$ cat src/rtl/g07_slave_responder.sv
// Slave-side endpoint behind the g07 arbiter: decodes its address window, runs a
// wait-stated word access to a local register file and returns a one-cycle Tdone.
module g07_slave_responder #(
    parameter logic [63:0] BASE_ADDR   = 64'hfffe7637,
    parameter logic [63:0] LIMIT_ADDR  = 64'hfffe7643,
    parameter int          DATA_W      = 32,
    parameter int          WAIT_STATES = 2
) (
    input  logic              sysClk,
    input  logic              Breset,
    input  logic              en,
    input  logic [63:0]       addr,
    input  logic              wr,
    input  logic [DATA_W-1:0] wdata,
    output logic [DATA_W-1:0] rdata,
    output logic              Tdone,
    output logic              err
);

    localparam logic [63:0] DEPTH_W64 = LIMIT_ADDR - BASE_ADDR + 64'd1;
    localparam int          DEPTH     = int'(DEPTH_W64);
    localparam int          IDX_W     = (DEPTH > 1) ? $clog2(DEPTH) : 1;
    localparam logic [3:0]  WAIT_CNT  = 4'(WAIT_STATES);

    typedef enum logic [1:0] {
        IDLE,
        ACCESS,
        DONE,
        HOLD
    } state_t;

    state_t            state_q, state_d;
    logic [3:0]        cnt_q, cnt_d;
    logic [63:0]       addr_q, addr_d;
    logic              wr_q, wr_d;
    logic [DATA_W-1:0] wdata_q, wdata_d;
    logic              oor_q, oor_d;
    logic              tdone_q, tdone_d;
    logic              err_q, err_d;
    logic [DATA_W-1:0] rdata_q;

    logic [DATA_W-1:0] mem_q [DEPTH];

    logic              in_range;
    logic [IDX_W-1:0]  idx;
    logic              mem_fire;
    logic              rd_clear;
    logic              mem_we;
    logic              mem_re;

    assign in_range = (addr >= BASE_ADDR) && (addr <= LIMIT_ADDR);
    assign idx      = IDX_W'(addr_q - BASE_ADDR);

    always_comb begin
        state_d  = state_q;
        cnt_d    = cnt_q;
        addr_d   = addr_q;
        wr_d     = wr_q;
        wdata_d  = wdata_q;
        oor_d    = oor_q;
        tdone_d  = 1'b0;
        err_d    = 1'b0;
        mem_fire = 1'b0;
        rd_clear = 1'b0;
        case (state_q)
            IDLE: begin
                if (en) begin
                    addr_d  = addr;
                    wr_d    = wr;
                    wdata_d = wdata;
                    oor_d   = ~in_range;
                    // Out-of-window requests take a zero-wait pass through ACCESS,
                    // so their Tdone/err land one edge after acceptance.
                    cnt_d   = in_range ? WAIT_CNT : 4'd0;
                    state_d = ACCESS;
                end
            end
            ACCESS: begin
                if (!en) begin
                    state_d = IDLE;
                end else if (cnt_q != 4'd0) begin
                    cnt_d = cnt_q - 4'd1;
                end else begin
                    tdone_d = 1'b1;
                    state_d = DONE;
                    if (oor_q) begin
                        err_d    = 1'b1;
                        rd_clear = 1'b1;
                    end else begin
                        mem_fire = 1'b1;
                    end
                end
            end
            DONE: begin
                state_d = en ? HOLD : IDLE;
            end
            HOLD: begin
                if (!en) begin
                    state_d = IDLE;
                end
            end
            default: begin
                state_d = IDLE;
            end
        endcase
    end

    assign mem_we = Breset && mem_fire && wr_q;
    assign mem_re = Breset && mem_fire && !wr_q;

    always_ff @(posedge sysClk) begin
        if (!Breset) begin
            state_q <= IDLE;
            cnt_q   <= 4'd0;
            addr_q  <= 64'd0;
            wr_q    <= 1'b0;
            wdata_q <= '0;
            oor_q   <= 1'b0;
            tdone_q <= 1'b0;
            err_q   <= 1'b0;
        end else begin
            state_q <= state_d;
            cnt_q   <= cnt_d;
            addr_q  <= addr_d;
            wr_q    <= wr_d;
            wdata_q <= wdata_d;
            oor_q   <= oor_d;
            tdone_q <= tdone_d;
            err_q   <= err_d;
        end
    end

    // Register file is deliberately left out of reset so it maps onto block RAM.
    always_ff @(posedge sysClk) begin
        if (mem_we) begin
            mem_q[idx] <= wdata_q;
        end
    end

    always_ff @(posedge sysClk) begin
        if (!Breset) begin
            rdata_q <= '0;
        end else if (mem_re) begin
            rdata_q <= mem_q[idx];
        end else if (rd_clear) begin
            rdata_q <= '0;
        end
    end

    assign rdata = rdata_q;
    assign Tdone = tdone_q;
    assign err   = err_q;

endmodule

$ cat config.mk
export PLATFORM = sky130hd
export DESIGN_NAME = g07_slave_responder
export DESIGN_NICKNAME = d
export VERILOG_FILES = /design/src/rtl/g07_slave_responder.sv
export SDC_FILE = /design/constraint.sdc
export NUM_CORES = 1
export LEC_CHECK = 0
export ABC_AREA = 1
export CORE_MARGIN = 2
export CORE_UTILIZATION = 59
export CTS_CLUSTER_SIZE = 16
export DETAILED_ROUTE_END_ITERATION = 8
export PLACE_DENSITY = 0.8
export SETUP_SLACK_MARGIN = 0.1
export SYNTH_ARGS = -nofsm -noshare
export SYNTH_HDL_FRONTEND = slang
export SYNTH_SLANG_ARGS = --single-unit
$ cat constraint.sdc
create_clock -name sysClk -period 4.9 [get_ports sysClk]
set_clock_uncertainty 0.05 [all_clocks]
set_input_delay 0.98 -clock sysClk [delete_from_list [all_inputs] [get_ports sysClk]]
set_output_delay 0.98 -clock sysClk [all_outputs]
set_load 0.02 [all_outputs]
# Word level (Yosys, flattened, before mapping)
# Memories as Yosys holds them, arrays and structs flattened.
# Cells that the tools add are included.
# word_totals
regBits,78
ram_bits,416
output_inout_bits,34
memories,1
# memory_table
memory,depth,width,rd,rd_clocked_by_memory_dff,write_ports,line_no,text
mem_q,13,32,1,0,1,42,logic [DATA_W-1:0] mem_q [DEPTH];
# op_classes
addsub,2
bitwise_logic,1
muxes,24
eq_ne,8
order_cmp,2
reduce_logical,13
# ops
op,n
$ge 64x32->1 const B,1
$le 64x32->1 const B,1
$mux 32,2
$mux 2,6
$mux 4,3
$mux 1,11
$ne 2x2->1 const B,4
$pmux 2 s4,1
$pmux 4 s2,1
$reduce_and 3->1,2
$eq 2x2->1 const B,2
$logic_and 1x1->1,4
$reduce_and 4->1,1
$reduce_bool 2->1,2
$reduce_bool 4->1,1
$sub 4x1->4 const B,1
$sub 4x3->4 const B,1
$ne 3x3->1 const B,1
$eq 2x1->1 const B,1
$logic_not 2->1,1
$reduce_and 2->1,1
$logic_not 1->1,1
$not 1->1,1

# Logic depth before layout (Yosys ltp)
# Gate-level depths: netlist of run 1.
# depth
ltp_word,8
ltp_mapped,14

# Worst setup path after synthesis of run 1
# Ideal clock, no wire load.
# synth_timing
kind,input to register
start,input en
end,memory mem_q[12][0] (enable)
arrival_ps,3866
path_stages,6
setup_ps,461
required_ps,4389
n_path_buf,0
setup_slack_ps,523
cell_sequence,nand2_1 > nor3_4 > nand2_1 > nor2_1 > nand2_1 > nor3_1
# synth_between
elab_chain_len,6
# synth_rtl
item,line_no,text
from (decl),11,"input logic en,"
$mux 1,79,if (!en) begin
$mux 1,65,case (state_q)
$logic_and 1x1->1 (2 in a row),108,assign mem_we = Breset && mem_fire && wr_q;
$mux 1,135,if (mem_we) begin
$mux 1 (implied by the code),136,mem_q[idx] <= wdata_q;
to (decl),42,
# No other way between the ends.

# Final worst setup path of run 1
# layout_timing
start,register addr_q[0]
end,memory mem_q[3][27] (enable)
# layout_between
elab_chain_len,1
# layout_rtl
item,line_no,text
from (decl),34,"logic [63:0] addr_q, addr_d;"
from (signal assigned),124,addr_q <= addr_d;
$sub 4x3->4,52,assign idx = IDX_W'(addr_q - BASE_ADDR);
# No other way between the ends.

==> out/results.tsv, run 1 <==
stage	metric	value	unit
worst_setup_path	Crit Path Max Fanout	60	
worst_setup_path	critical setup path kind	reg -> reg	
logic_synthesis	top cells by area, synth	edfxtp_1, nand2_1, dfxtp_1	
clock_tree	Clock Latency Late Sink	0.55	ns
clock_tree	Worst-path clk slew	0.06	ns
worst_setup_path	Worst R2R Setup Slack	1.24	ns
drt	WL met1	18170	um
hold_path	HP Class	reg -> reg	
clock_tree	H-tree level count	2	
timing	fin. max-slew vios	0	
power_and_ir_drop	VDD IR-drop max	318.2	uV
clock_tree	Setup Fix Bufs, Post-CTS	0	
global_routing	GRT Residual Overflow	0	
run_status	status	complete, no violations	
global_routing	GR Util All Layers	29.16	%
logic_synthesis	post-synth top area share	63.41	%
drt	WL met3	5046	um
logic_synthesis	post-synth cell types	35	
layout	final core occ	70.15	%
logic_synthesis	Cells after Synth	1733	
power_and_ir_drop	Pwr Density	390.7	nW/um2
clock_tree	root buffer cell	clkbuf_16	
placement	Placer Congestion	0.9287	
timing	Final Hold Violating Endpoints	0	
drt	met2 WL post-DR	24710	um
worst_setup_path	Worst setup endpoint	mem_q[3][27]$_DFFE_PP_	
worst_setup_path	Worst Path Required	5.01	ns
drt	highest layer used for signal routing	met4	
worst_setup_path	Startpoint Class	flop	
logic_synthesis	Post-Syn Area	19700	um2
logic_synthesis	syn avg cell area	11.37	um2
global_routing	largest net degree at the start of global routing	195	
die	Initial Utilization	60.24	%
logic_synthesis	syn nets	1840	
global_routing	antenna violations before repair	0	
drt	DRT antenna net count	0	
clock_tree	clock sinks	494	
worst_setup_path	CP Capture Type	flop	
logic_synthesis	leading area contributor after synthesis	edfxtp_1	
die	Vert. Die Dim	186.7	um
flow_run	Max Cap Violations	0	
worst_setup_path	CP arrival	3.76	ns
placement	Port Buffers	133	
logic_synthesis	Yosys reg bits	494	
drt	Initial DRC Count	1755	
drt	DRC viols	0	
drt	Post-Route WL	51310	um
layout	Design Area, Final	22940	um2
layout	Final nets	1955	
placement	hpwl dp	31370	um
clock_tree	TritonCTS clock tree	built	
worst_setup_path	Setup crit start	addr_q[0]$_SDFFE_PN0P_	
timing	RSZ-0062 raised after global routing	no	
global_routing	vias in the first global route	13740	
layout	antenna cells	0	
logic_synthesis	Seq/Total Area, Yosys	71.34	%
clock_tree	buffers from clock root to sink, at most	3	
placement	placed inst area	21440	um2
die	row count	66	
layout	layout cells sized above 1	7.158	%
power_and_ir_drop	Leak Pwr	8.107	nW
layout	Layout Area Growth over Synthesis	16.45	%
timing	Period minus WS final	3.655	ns
timing	Rel. slew slack	26.66	%
clock_tree	# hold bufs at CTS	0	
timing	slack of the critical path	1.245	ns
layout	fill count	2202	
timing	Setup Viol. Count Final	0	
timing	Total Neg Setup Slack	0	ns
layout	commonest cells after routing, fill and taps aside	nand2_1, edfxtp_1, nor2_1, nand3_1, clkdlybuf4s50_1	
worst_setup_path	Reg2Reg Depth	6	
worst_setup_path	r2r endpoint	mem_q[3][27]$_DFFE_PP_	
placement	pre-CTS setup slack	0.9365	ns
worst_setup_path	RR Startpoint	addr_q[0]$_SDFFE_PN0P_	
logic_synthesis	Yosys warnings	0	
drt	via count of the routed design	13890	
die	die width	186.7	um
timing	fmax	273.6	MHz
clock_tree	Resized cells post-CTS	0	
clock_tree	total CTS buffers	47	
drt	vias per std cell	5.966	
timing	final worst-path cycle share	74.60	%
global_routing	first-pass GRT wire length	77580	um
timing	Least-Margin Pin Slew	1.098	ns
drt	DR pass1 iterations	6	
die	Die Area	34870	um2
layout	commonest non-fill, non-tap cell in the layout	nand2_1	
drt	WL per Instance	22.04	um
die	Core ar.	32700	um2
die	IO Pins	134	
==> per-layer routing <==
layer	track usage, %	vias to the layer above
met4	18.13	0
li1	-	6268
met3	4.645	205
met1	36.91	6546
met2	47.56	870
met5	0	-
==> state kept, by name, indices dropped and copies added (netlist names) <==
signal and cells:
state_q 2, wdata_q 32, oor_q 1, Tdone 1, wr_q 1, mem_q 416
err 1, addr_q 4, cnt_q 4, rdata 32
==> worst max-delay path: stages (launching register included) <==
cell and delay [ns]:
dfxtp_4 0.49, ha_1 0.27, or2_1 0.25, nand2_4 0.08, buf_4 0.55, nand2_2 0.47
nor2_4 1.00
==> power breakdown <==
group	internal (mW)	switching (mW)
Sequential	4.60	0.116
Combinational	0.257	0.476
Clock	2.02	1.49
Total	6.88	2.09
==> through the flow <==
step / hold slack (ns) / std cells / power (mW)
floorplan: 0.4276 / 1733 / 5.177
global placement: 0.4284 / 2241 / 5.489
detailed placement: 0.4284 / 2241 / 5.513
CTS: 0.4379 / 2328 / 8.951
global route: 0.4604 / 2328 / 9.195
finish: 0.4469 / 2328 / 8.963
==> worst min-delay path by stage <==
stage | cells past startpoint | to | from | slack [ns]
5_1_grt | 2 | rdata[12]$_SDFFE_PN0P_ | rdata[12]$_SDFFE_PN0P_ | 0.46
6_report | 2 | rdata[12]$_SDFFE_PN0P_ | rdata[12]$_SDFFE_PN0P_ | 0.45
3_3_place_gp | 2 | rdata[13]$_SDFFE_PN0P_ | rdata[13]$_SDFFE_PN0P_ | 0.43
4_1_cts | 2 | rdata[8]$_SDFFE_PN0P_ | rdata[8]$_SDFFE_PN0P_ | 0.44
3_5_place_dp | 2 | rdata[8]$_SDFFE_PN0P_ | rdata[8]$_SDFFE_PN0P_ | 0.43
2_1_floorplan | 2 | state_q[1]$_SDFFE_PN0P_ | state_q[1]$_SDFFE_PN0P_ | 0.43
==> kinds of logic after synthesis <==
logic type | synth area share (%)
adders and majority gates | 0.4446
DFF | 71.34
xor gates and xnor gates | 0.2223
buffers and inverters | 3.246
and+or+nand+nor | 18.69
AOI/OAI and AO/OA | 6.059
==> layout make-up <==
| class | count | area (um2) | share of cell area, % |
|---|---|---|---|
| Tap cell | 442 | 553.0 | 2.411 |
| Clock inverter | 14 | 132.6 | 0.5782 |
| Multi-Input combinational cell | 1101 | 5121 | 22.32 |
| Inverter | 45 | 171.4 | 0.7472 |
| Sequential cell | 494 | 14060 | 61.28 |
| Clock buffer | 73 | 1365 | 5.951 |
| Timing Repair Buffer | 159 | 1539 | 6.709 |
==> synthesized netlist by cell type, drive strengths merged <==
cell and n:
nand2 440, edfxtp 416, nor2 221, nand3 192, dfxtp 78, o21ai 78, a21oi 76, buf 71
inv 43, a22o 34, clkbuf 22, o22ai 14, or2 13, nor3 12, ha 7, nand4 7
a22oi 3, clkinv 2, xor2 2, a211oi 1, o21a 1
Note: power is estimated with default switching activity, not from simulation.
==> run 2, diff against run 1 <==
--- a/config.mk
+++ b/config.mk
@@ -7,10 +7,10 @@
 export LEC_CHECK = 0
 export ABC_AREA = 1
 export CORE_MARGIN = 2
-export CORE_UTILIZATION = 59
+export CORE_UTILIZATION = 53
 export CTS_CLUSTER_SIZE = 16
 export DETAILED_ROUTE_END_ITERATION = 8
-export PLACE_DENSITY = 0.8
+export PLACE_DENSITY = 0.76
 export SETUP_SLACK_MARGIN = 0.1
 export SYNTH_ARGS = -nofsm -noshare
 export SYNTH_HDL_FRONTEND = slang
==> constraint.sdc (replaced) <==
create_clock -name sysClk -period 3.2 [get_ports sysClk]
set_clock_uncertainty 0.05 [all_clocks]
set_input_delay 0.64 -clock sysClk [delete_from_list [all_inputs] [get_ports sysClk]]
set_output_delay 0.64 -clock sysClk [all_outputs]
set_load 0.02 [all_outputs]
==> run 2 against run 1 <==
Critical path depth increased by 2. Via count decreased by 2.3%. Global-route usage decreased by 3.2 points. Count of clock-buffer cells in the layout decreased by 6. Register-to-register slack got worse by 0.99 ns. Setup slack got worse by 0.99 ns. Core utilization decreased by 6.4 points. Cell count increased by 2.0%. Non-clock buffer count increased by 20. Largest power group unchanged.
==> out/results.tsv, run 2 (synthesis gave the netlist of run 1 again) <==
stage	metric	value	unit	change
run_status	status	complete, no violations		unchanged
die	IO Pins	134		unchanged
die	Vert. Die Dim	196.8	um	was 186.7 um
layout	final core occ	63.75	%	was 70.15%
clock_tree	buffers from clock root to sink, at most	3		unchanged
layout	commonest cells after routing, fill and taps aside	nand2_1, edfxtp_1, nor2_1, nand3_1, clkdlybuf4s50_1		unchanged
placement	hpwl dp	29880	um	was 31370 um
global_routing	vias in the first global route	13820		was 13740
die	Initial Utilization	53.81	%	was 60.24%
global_routing	antenna violations before repair	0		unchanged
clock_tree	Resized cells post-CTS	0		unchanged
worst_setup_path	Worst Path Required	3.41	ns	was 5.01 ns
worst_setup_path	Startpoint Class	flop		unchanged
drt	vias per std cell	5.711		was 5.966
timing	fmax	339.5	MHz	was 273.6 MHz
worst_setup_path	CP arrival	3.15	ns	was 3.76 ns
placement	placed cells	2287		was 2241
timing	final worst-path cycle share	92.06	%	was 74.60%
clock_tree	Worst-path clk slew	0.06	ns	about the same
layout	non-filler instance count after layout	2375		was 2328
drt	DR pass1 iterations	5		was 6
drt	WL met1	18860	um	was 18170 um
clock_tree	H-tree level count	2		unchanged
timing	Least-Margin Pin Slew	1.144	ns	was 1.098 ns
placement	Placer Congestion	0.8412		was 0.9287
power_and_ir_drop	total power	13.67	mW	was 8.963 mW
die	Core ar.	36610	um2	was 32700 um2
layout	layout cells sized above 1	8.390	%	was 7.158%
worst_setup_path	critical setup path kind	reg -> reg		unchanged
layout	fill count	2755		was 2202
flow_run	Max Cap Violations	0		unchanged
clock_tree	clock sinks	494		unchanged
die	die width	196.8	um	was 186.7 um
die	Die Area	38730	um2	was 34870 um2
timing	RSZ-0062 raised after global routing	no		unchanged
global_routing	GRT Residual Overflow	0		unchanged
layout	Biggest register	mem_q		unchanged
worst_setup_path	Crit Path Max Fanout	11		was 60
drt	via count of the routed design	13560		was 13890
global_routing	largest net degree at the start of global routing	130		was 195
drt	Post-Route WL	49520	um	was 51310 um
die	row count	70		was 66
timing	Total Neg Setup Slack	0	ns	unchanged
layout	Layout Area Growth over Synthesis	18.47	%	was 16.45%
timing	Rel. slew slack	23.54	%	was 26.66%
power_and_ir_drop	Leak Pwr	8.268	nW	was 8.107 nW
layout	antenna cells	0		unchanged
clock_tree	root buffer cell	clkbuf_16		unchanged
drt	DRC viols	0		unchanged
layout	max reg flops	416		unchanged
hold_path	HP Class	reg -> reg		unchanged
placement	Port Buffers	133		unchanged
clock_tree	# hold bufs at CTS	0		unchanged
timing	Final Hold Violating Endpoints	0		unchanged
clock_tree	total CTS buffers	48		was 47
drt	highest layer used for signal routing	met4		unchanged
timing	fin. max-slew vios	0		unchanged
drt	WL per Instance	20.85	um	was 22.04 um
global_routing	first-pass GRT wire length	76600	um	was 77580 um
worst_setup_path	CP Capture Type	flop		unchanged
timing	slack of the critical path	0.2541	ns	was 1.245 ns
drt	met2 WL post-DR	24960	um	was 24710 um
power_and_ir_drop	Pwr Density	585.7	nW/um2	was 390.7 nW/um2
timing	Setup Viol. Count Final	0		unchanged
clock_tree	Clock Latency Late Sink	0.57	ns	was 0.55 ns
drt	DRT antenna net count	0		unchanged
global_routing	GR Util All Layers	25.92	%	was 29.16%
drt	WL met3	3814	um	was 5046 um
layout	commonest non-fill, non-tap cell in the layout	nand2_1		unchanged
layout	Final nets	1976		was 1955
placement	pre-CTS setup slack	0.2289	ns	was 0.9365 ns
drt	Initial DRC Count	1385		was 1755
clock_tree	TritonCTS clock tree	built		unchanged
clock_tree	Setup Fix Bufs, Post-CTS	0		unchanged
power_and_ir_drop	VDD IR-drop max	408.2	uV	was 318.2 uV
timing	Period minus WS final	2.946	ns	was 3.655 ns
run 2: layer usage:
metal,vias to the layer above,global-route usage [%]
met3,128,3.645
li1,6312,-
met4,0,10.61
met2,670,45.20
met1,6453,32.76
met5,-,0
run 2: metrics by stage:
stage / area, um2 / hold slack [ns]
after global placement: 21860 / 0.4258
final: 23340 / 0.4385
after global routing: 23340 / 0.4676
after CTS: 23340 / 0.4421
after floorplan: 19720 / 0.4276
after detailed placement: 21860 / 0.4332
run 2: critical path: stages, from the launching register on:
cell	delay [ns]
dfxtp_4	0.38
ha_1	0.21
or2_1	0.24
nand2_4	0.08
inv_2	0.04
nor2_1	0.75
inv_1	0.40
nor2_4	0.24
buf_4	0.25
run 2: layout make-up:
class	count	area [um2]	area share, %
Sequential cell	494	14060	60.23
Multi-Input combinational cell	1101	5127	21.97
Timing Repair Buffer	179	1914	8.203
Clock buffer	67	1333	5.710
Tap cell	468	585.6	2.509
Inverter	45	171.4	0.7345
Clock inverter	21	148.9	0.6380
run 2: power by group:
part,internal [mW],switching (mW)
Sequential,7.04,0.147
Combinational,0.406,0.719
Clock,3.00,2.36
Total,10.4,3.23
run 2: path summary, 6_finish.rpt:
check                                         endpoint              startpoint  depth (start not counted)  slack [ns]
worst max-delay path            mem_q[9][26]$_DFFE_PP_  addr_q[0]$_SDFFE_PN0P_                          8        0.25
worst min-delay path            rdata[12]$_SDFFE_PN0P_  rdata[12]$_SDFFE_PN0P_                          2        0.44
worst max register to register  mem_q[9][26]$_DFFE_PP_  addr_q[0]$_SDFFE_PN0P_                          8        0.25
worst min register to register  rdata[12]$_SDFFE_PN0P_  rdata[12]$_SDFFE_PN0P_                          2        0.44
